[src/rtl/uart_defs.sv]
// Shared UART definitions used by the TX generator and the future RX path.
// Holds parity modes, TX FSM states and a parity helper.
package uart_defs;

    typedef enum logic [1:0] {
        PAR_NONE     = 2'd0,
        PAR_EVEN     = 2'd1,
        PAR_ODD      = 2'd2,
        PAR_NONE_ALT = 2'd3
    } Parity_t;

    typedef enum logic [2:0] {
        IDLE,
        START,
        DATA,
        PARITY,
        STOP,
        BREAK
    } TxGenState_t;

    localparam int UART_MIN_DATA_BITS = 5;

    // XOR of the lowest n bits of d.
    function automatic logic even_parity(input logic [15:0] d,
                                         input logic [3:0]  n);
        logic p;
        p = 1'b0;
        for (int i = 0; i < 16; i++) begin
            if (i < int'(n)) p ^= d[i];
        end
        return p;
    endfunction

endpackage

[src/rtl/fifo_sync.sv]
// Single-clock show-ahead FIFO with flush and occupancy level.
// Flush wins over any same-cycle write or read.
module fifo_sync #(
    parameter int DATA_W = 8,
    parameter int DEPTH  = 8
) (
    input  logic                       clk,
    input  logic                       rst,
    input  logic                       i_wr_en,
    input  logic [DATA_W-1:0]          i_wr_data,
    input  logic                       i_rd_en,
    output logic [DATA_W-1:0]          o_rd_data,
    input  logic                       i_flush,
    output logic [$clog2(DEPTH+1)-1:0] o_level,
    output logic                       o_full,
    output logic                       o_empty
);

    localparam int AW = $clog2(DEPTH);
    localparam int LW = $clog2(DEPTH+1);

    logic [DATA_W-1:0] r_mem [DEPTH];
    logic [AW-1:0]     r_wptr;
    logic [AW-1:0]     r_rptr;
    logic [LW-1:0]     r_level;
    logic              w_wr;
    logic              w_rd;

    assign w_wr = i_wr_en && !o_full && !i_flush;
    assign w_rd = i_rd_en && !o_empty && !i_flush;

    always_ff @(posedge clk or posedge rst) begin
        if (rst) begin
            r_wptr  <= '0;
            r_rptr  <= '0;
            r_level <= '0;
        end else if (i_flush) begin
            r_wptr  <= '0;
            r_rptr  <= '0;
            r_level <= '0;
        end else begin
            if (w_wr) r_wptr <= r_wptr + 1'b1;
            if (w_rd) r_rptr <= r_rptr + 1'b1;
            case ({w_wr, w_rd})
                2'b10:   r_level <= r_level + 1'b1;
                2'b01:   r_level <= r_level - 1'b1;
                default: r_level <= r_level;
            endcase
        end
    end

    always_ff @(posedge clk) begin
        if (w_wr) r_mem[r_wptr] <= i_wr_data;
    end

    assign o_rd_data = r_mem[r_rptr];
    assign o_level   = r_level;
    assign o_full    = (r_level == LW'(DEPTH));
    assign o_empty   = (r_level == '0);

endmodule

[src/rtl/uart_tx_gen.sv]
// UART transmitter: FIFO, CTS/RTS flow control, configurable framing and break.
// tx_o is registered from the next state so it changes on the deciding edge.
module uart_tx_gen
    import uart_defs::*;
#(
    parameter int DATA_W     = 9,
    parameter int FIFO_DEPTH = 8,
    parameter int DIV_W      = 16
) (
    input  logic                            clk,
    input  logic                            rst,
    input  logic [DATA_W-1:0]               data_i,
    input  logic                            data_valid_i,
    output logic                            data_ready_o,
    output logic                            full_o,
    output logic                            empty_o,
    output logic [$clog2(FIFO_DEPTH+1)-1:0] level_o,
    input  logic                            flush_i,
    input  logic                            enable_i,
    input  logic [3:0]                      data_bits_i,
    input  logic [1:0]                      parity_i,
    input  logic                            stop2_i,
    input  logic [DIV_W-1:0]                baud_div_i,
    input  logic                            break_i,
    input  logic                            cts_n_i,
    output logic                            rts_n_o,
    output logic                            tx_o,
    output logic                            busy_o,
    output logic                            done_o
);

    TxGenState_t       r_state;
    TxGenState_t       w_state_d;
    logic              r_cts_meta;
    logic              r_cts_sync;
    logic [DIV_W-1:0]  r_div;
    logic [DIV_W-1:0]  r_baud_cnt;
    logic [3:0]        r_nbits;
    logic [3:0]        r_bit_idx;
    logic [3:0]        w_nbits;
    Parity_t           r_par;
    logic              r_stop2;
    logic              r_par_bit;
    logic              r_brk_mark;
    logic              r_tx;
    logic [DATA_W-1:0] r_shift;
    logic [DATA_W-1:0] w_shift_d;
    logic [DATA_W-1:0] w_fifo_data;
    logic              w_bit_end;
    logic              w_last_data;
    logic              w_last_stop;
    logic              w_frame_end;
    logic              w_start_ok;
    logic              w_par_on;
    logic              w_pop;
    logic              w_tx_d;

    fifo_sync #(
        .DATA_W (DATA_W),
        .DEPTH  (FIFO_DEPTH)
    ) u_fifo (
        .clk       (clk),
        .rst       (rst),
        .i_wr_en   (data_valid_i),
        .i_wr_data (data_i),
        .i_rd_en   (w_pop),
        .o_rd_data (w_fifo_data),
        .i_flush   (flush_i),
        .o_level   (level_o),
        .o_full    (full_o),
        .o_empty   (empty_o)
    );

    assign data_ready_o = !full_o;

    assign w_nbits = (data_bits_i < 4'(UART_MIN_DATA_BITS) ||
                      data_bits_i > 4'(DATA_W)) ? 4'(DATA_W) : data_bits_i;

    assign w_bit_end   = (r_baud_cnt == r_div);
    assign w_last_data = (r_bit_idx == r_nbits - 4'd1);
    assign w_last_stop = (r_bit_idx == {3'b000, r_stop2});
    assign w_frame_end = (r_state == STOP) && w_bit_end && w_last_stop;
    assign w_start_ok  = enable_i && !empty_o && !r_cts_sync;
    assign w_par_on    = (r_par == PAR_EVEN) || (r_par == PAR_ODD);
    assign w_pop       = (w_state_d == START) && (r_state != START);

    always_ff @(posedge clk or posedge rst) begin
        if (rst) r_state <= IDLE;
        else     r_state <= w_state_d;
    end

    always_comb begin
        w_state_d = r_state;
        unique case (r_state)
            IDLE: begin
                if (break_i)         w_state_d = BREAK;
                else if (w_start_ok) w_state_d = START;
            end
            START:  if (w_bit_end) w_state_d = DATA;
            DATA: begin
                if (w_bit_end && w_last_data)
                    w_state_d = w_par_on ? PARITY : STOP;
            end
            PARITY: if (w_bit_end) w_state_d = STOP;
            STOP: begin
                if (w_frame_end)
                    w_state_d = (w_start_ok && !break_i) ? START : IDLE;
            end
            BREAK:  if (r_brk_mark && w_bit_end) w_state_d = IDLE;
            default: w_state_d = IDLE;
        endcase
    end

    always_comb begin
        w_shift_d = r_shift;
        if (w_pop)
            w_shift_d = w_fifo_data;
        else if (r_state == DATA && w_bit_end)
            w_shift_d = r_shift >> 1;
    end

    // Line level for the cycle that follows this edge.
    always_comb begin
        w_tx_d = 1'b1;
        unique case (w_state_d)
            START:   w_tx_d = 1'b0;
            DATA:    w_tx_d = w_shift_d[0];
            PARITY:  w_tx_d = r_par_bit;
            BREAK:   w_tx_d = r_brk_mark || !break_i;
            default: w_tx_d = 1'b1;
        endcase
    end

    always_ff @(posedge clk or posedge rst) begin
        if (rst) begin
            r_cts_meta <= 1'b1;
            r_cts_sync <= 1'b1;
            r_tx       <= 1'b1;
            r_shift    <= '0;
            r_baud_cnt <= '0;
            r_bit_idx  <= '0;
            r_brk_mark <= 1'b0;
            r_div      <= '0;
            r_nbits    <= 4'(DATA_W);
            r_par      <= PAR_NONE;
            r_stop2    <= 1'b0;
            r_par_bit  <= 1'b0;
        end else begin
            r_cts_meta <= cts_n_i;
            r_cts_sync <= r_cts_meta;
            r_tx       <= w_tx_d;
            r_shift    <= w_shift_d;

            if (w_state_d != r_state || w_bit_end || r_state == IDLE ||
                (r_state == BREAK && !r_brk_mark))
                r_baud_cnt <= '0;
            else
                r_baud_cnt <= r_baud_cnt + 1'b1;

            if (w_state_d != r_state)
                r_bit_idx <= '0;
            else if (w_bit_end && (r_state == DATA || r_state == STOP))
                r_bit_idx <= r_bit_idx + 4'd1;

            if (r_state == BREAK) begin
                if (!break_i) r_brk_mark <= 1'b1;
            end else begin
                r_brk_mark <= 1'b0;
            end

            if (w_pop) begin
                r_div     <= baud_div_i;
                r_nbits   <= w_nbits;
                r_par     <= Parity_t'(parity_i);
                r_stop2   <= stop2_i;
                r_par_bit <= even_parity(16'(w_fifo_data), w_nbits) ^
                             (parity_i == PAR_ODD);
            end else if (r_state == IDLE && w_state_d == BREAK) begin
                r_div <= baud_div_i;
            end
        end
    end

    assign tx_o    = r_tx;
    assign busy_o  = (r_state != IDLE);
    assign done_o  = w_frame_end;
    assign rts_n_o = !(enable_i && (!empty_o || busy_o));

endmodule

[config.mk]
export PLATFORM = sky130hd
export DESIGN_NAME = uart_tx_gen
export DESIGN_NICKNAME = d
export VERILOG_FILES = /design/src/rtl/uart_defs.sv /design/src/rtl/fifo_sync.sv /design/src/rtl/uart_tx_gen.sv
export SDC_FILE = /design/constraint.sdc
export NUM_CORES = 1
export LEC_CHECK = 0
export ABC_AREA = 1
export BUFFER_PORTS_ARGS = -buffer_cell sky130_fd_sc_hd__buf_2
export CORE_ASPECT_RATIO = 2
export CORE_MARGIN = 2
export CORE_UTILIZATION = 50
export CTS_CLUSTER_DIAMETER = 80
export DETAILED_ROUTE_END_ITERATION = 6
export PLACE_DENSITY_LB_ADDON = 0.2
export SYNTH_ARGS = -nofsm -noshare
export SYNTH_HDL_FRONTEND = slang
export SYNTH_SLANG_ARGS = --single-unit
[constraint.sdc]
create_clock -name clk -period 4.5 [get_ports clk]
set_clock_uncertainty 0.05 [all_clocks]
set_input_delay 0.9 -clock clk [delete_from_list [all_inputs] [get_ports clk]]
set_output_delay 0.9 -clock clk [all_outputs]
set_load 0.01 [all_outputs]
==> metrics.md <==
| Metric | Value |
|---|---|
| Setup Buffers After CTS | `0` |
| Starting DRT DRC Count | `about 260` |
| Clock sinks | `142` |
| Buf/Inv on CP | `4` |
| VDD IR max | `~0.00034 V` |
| DPL Wire Length | `about 11,000 um` |
| Starting Density | `51.0%` |
| Post-synthesis cell area | `roughly 6800 sq um` |
| Hold EP | `r_cts_sync` |
| Tmin final | `3340 ps` |
| Hold slack final | `310 ps` |
| Layout cells sized above 1 | `14.9%` |
| Post-synth EDFFs | `between 70 and 80` |
| Critical R2R Capture | `u_fifo.o_level[3]` |
| Comb pwr share | `8.8%` |
| HP Class | `flop to flop` |
| Switching power | `809 uW` |
| Residual DRC | `0` |
| Crit path arrival time | `3600 ps` |
| PwrDens | `400 nW/um^2` |
| Num CTS Buffers | `17` |
| Crit path max-delay family | `simple AND/OR/NAND/NOR gates` |
| Root buf cell | `clkbuf_16` |
| Worst setup EP type | `flop` |
| ANT nets after route | `0` |
| DR pass1 iterations | `6` |
| Crit path largest cell delay | `530 ps` |
| Wire per inst | `15.6 um` |
| Ant. Diodes | `0` |
| Flop pwr share | `47.1%` |
| Max-slew violation count | `0` |
| Via-to-Cell Ratio | `roughly 5.3` |
| Die Y | `~170 um` |
| Period utilization | `74.3%` |
| Synth cell count leaders | `nand2_1 (186), nor2_1 (95), inv_1 (91), edfxtp_1 (72), o21ai_0 (71)` |
| Share of the synthesized area in the top cell type | `31.8%` |
| Status | `completed` |
| Max-cap violations | `0` |
| Register bit total from synthesis | `142` |
| Fmax | `299 MHz` |
| Total grt overflow | `0` |
| Cells after Synth | `approximately 760` |
| PortBufs | `~50` |
| Total number of vias | `5,218` |
| Die area | `14,600 sq um` |
| Ports | `50` |
| Final net count | `854` |
| Setup slack at placement | `between 1000 and 1500 ps` |
| Post-synth top flop | `edfxtp_1` |
| Critical path launch point type | `flop` |
| Register area share after synthesis | `a little under three fifths` |
| Synth Net Count | `803` |
| Final hold vios | `0` |
| Slew headroom | `25.5%` |
| Synth Warn # | `0` |
| Total power | `3100 uW` |
| Synth area leader | `edfxtp_1` |
| Routability cong. | `0.865` |
| TritonCTS clock tree | `built` |
| Latest clock arrival within the worst-skew pair | `420 ps` |
| Die Width | `86.5 um` |
| Final wirelength | `15,200 um` |
| Synth area leaders | `edfxtp_1 (32%), dfrtp_1 (24%), nand2_1 (10%)` |
| Most frequent CP cell | `nand2_1` |
| Int Power | `2290 uW` |
| Hold Startpoint | `r_cts_meta` |
| Core Area | `13,400 sq um` |
| R2R cell count | `20` |
| CTS max path bufs | `2` |
| Post-layout util | `between 50% and 60%` |
| Worst Hold Depth | `0` |
| Critical path type | `flop to flop` |
| Initial antenna violation count | `0` |
| Async S/R FF share, synth | `49.3%` |
| Largest net degree at the start of global routing | `46` |
| GRT Overall Usage | `22.0%` |
| Most common cell in the netlist | `nand2_1` |
| Leakage | `0.00350 uW` |
| Netlist cell types | `39` |
| Final worst setup slack | `1160 ps` |
| Hold-fix buffers, CTS | `0` |
| R2r setup slk | `1160 ps` |
| Clock network fraction of total power | `roughly 44%` |
| Worst-path maximum fanout | `20` |
| Worst R2R Start | `r_nbits[0]` |
| Htree depth | `4` |
| Syn Area/Cell | `8.99 sq um` |
| Worst EP required | `roughly 4800 ps` |
| Worst-Margin Slew | `~1100 ps` |
| Fin Setup TNS | `0 ps` |
| Final setup fails | `0` |
| Unrepaired setup endpoints after global routing | `false` |
| First-pass GRT wire length | `about 25,000 um` |
| Number of global-route vias before repair | `5,287` |
| Cell Chain, Critical Path | `inv_1 -> ha_1 -> xnor2_1 -> nor2_1 -> nand2_1 -> nor2_1 -> nand3_1 -> a21oi_2 -> nand2_1 -> nor2_2 -> buf_4 -> nand2_1 -> inv_1 -> ha_1 -> nand4_1 -> nand2_1 -> inv_1 -> nand3_1 -> nand3_1 -> nand2_1` |
| Crit-path slowest cell | `dfstp_2` |
| Row count | `60` |
| CTS resizes | `0` |
| Layout area overhead | `13.8%` |
| Switch share | `26.1%` |
| Clk slew on worst S/H paths | `60 ps` |
[state kept, by name, summed over array words and instances, names as in the netlist]
signal,count
r_state,3
r_div,16
u_fifo.r_wptr,3
u_fifo.r_rptr,3
r_stop2,1
r_nbits,4
r_par_bit,1
r_brk_mark,1
tx_o,1
r_cts_meta,1
r_par,2
r_shift,9
r_bit_idx,4
u_fifo.r_mem,72
u_fifo.o_level,4
r_cts_sync,1
r_baud_cnt,16
[metrics by stage]
| stage | area [sq um] | instances |
|---|---|---|
| 2_1_floorplan | 6810 | 757 |
| 6_report | 7750 | 976 |
| 3_3_place_gp | 7170 | 944 |
| 4_1_cts | 7750 | 976 |
| 5_1_grt | 7750 | 976 |
| 3_5_place_dp | 7170 | 944 |
[per-layer routing]
metal | wire, um | part of all wire, % | track usage [%] | up-vias
li1 | - | - | - | 2563
met1 | 5450 | 36 | 21.7 | 2464
met3 | 547 | 3.6 | 3.85 | 49
met5 | 0 | 0 | 0 | -
met4 | 696 | 4.6 | 12.3 | 0
met2 | 8490 | 56 | 41.4 | 142
[placed cells by master (no fill, tap or decap), types with 2 or more instances in the layout]
cell,instances
clkinv_4,2
xor2_1,21
nand2_1,186
o22ai_1,14
ha_1,7
inv_1,90
a21oi_1,8
nor2_2,15
or2_2,2
clkbuf_16,17
xnor2_1,8
clkinvlp_4,3
dfstp_2,5
nand3_1,24
o21ai_0,71
o221ai_1,2
inv_6,7
nor2_1,95
o21ai_2,2
buf_4,3
buf_2,49
o21ai_1,5
dfrtp_1,65
inv_2,8
nor3_1,8
edfxtp_1,72
nand4_1,8
nand3_2,3
a22oi_1,5
[area by class of cell]
| class | instances | area [sq um] |
|---|---|---|
| Timing Repair Buffer | 52 | 268 |
| Clock buffer | 17 | 425 |
| Tap cell | 155 | 194 |
| Multi-Input combinational cell | 497 | 2420 |
| Fill cell | 1188 | 5620 |
| Inverter | 98 | 368 |
| Sequential cell | 142 | 3920 |
| Clock inverter | 15 | 148 |
[cells by family (layout without fill, tap and decap cells)]
family	Yosys count	after routing	synth area share, %
and+or+nand+nor	347	347	21.2
adders and majority gates	7	7	1.29
buffers and inverters	118	182	6.84
xor gates and xnor gates	29	29	3.73
AOI/OAI and AO/OA	114	114	9.35
DFF	142	142	57.6
[power groups by stage]
stage | logic (uW) | clock network, uW | registers (uW)
after detailed placement | 273 | 0 | 1490
final | 272 | 1370 | 1460
after CTS | 276 | 1380 | 1460
after global placement | 266 | 0 | 1490
after global routing | 310 | 1430 | 1470
after floorplan | 192 | 0 | 1480
[worst max path at each step]
stage | from | end | slack [ps] | cells past startpoint
finish | r_nbits[0] | u_fifo.o_level[3] | 1160 | 20
global route | r_baud_cnt[7] | r_div[1] | 840 | 16
CTS | r_nbits[0] | u_fifo.o_level[3] | 1140 | 20
detailed placement | r_nbits[0] | r_div[5] | 1210 | 13
global placement | u_fifo.r_rptr[0] | r_par_bit | 1300 | 10
floorplan | r_nbits[0] | u_fifo.o_level[2] | 1760 | 19
Note: power is estimated with default switching activity, not from simulation.
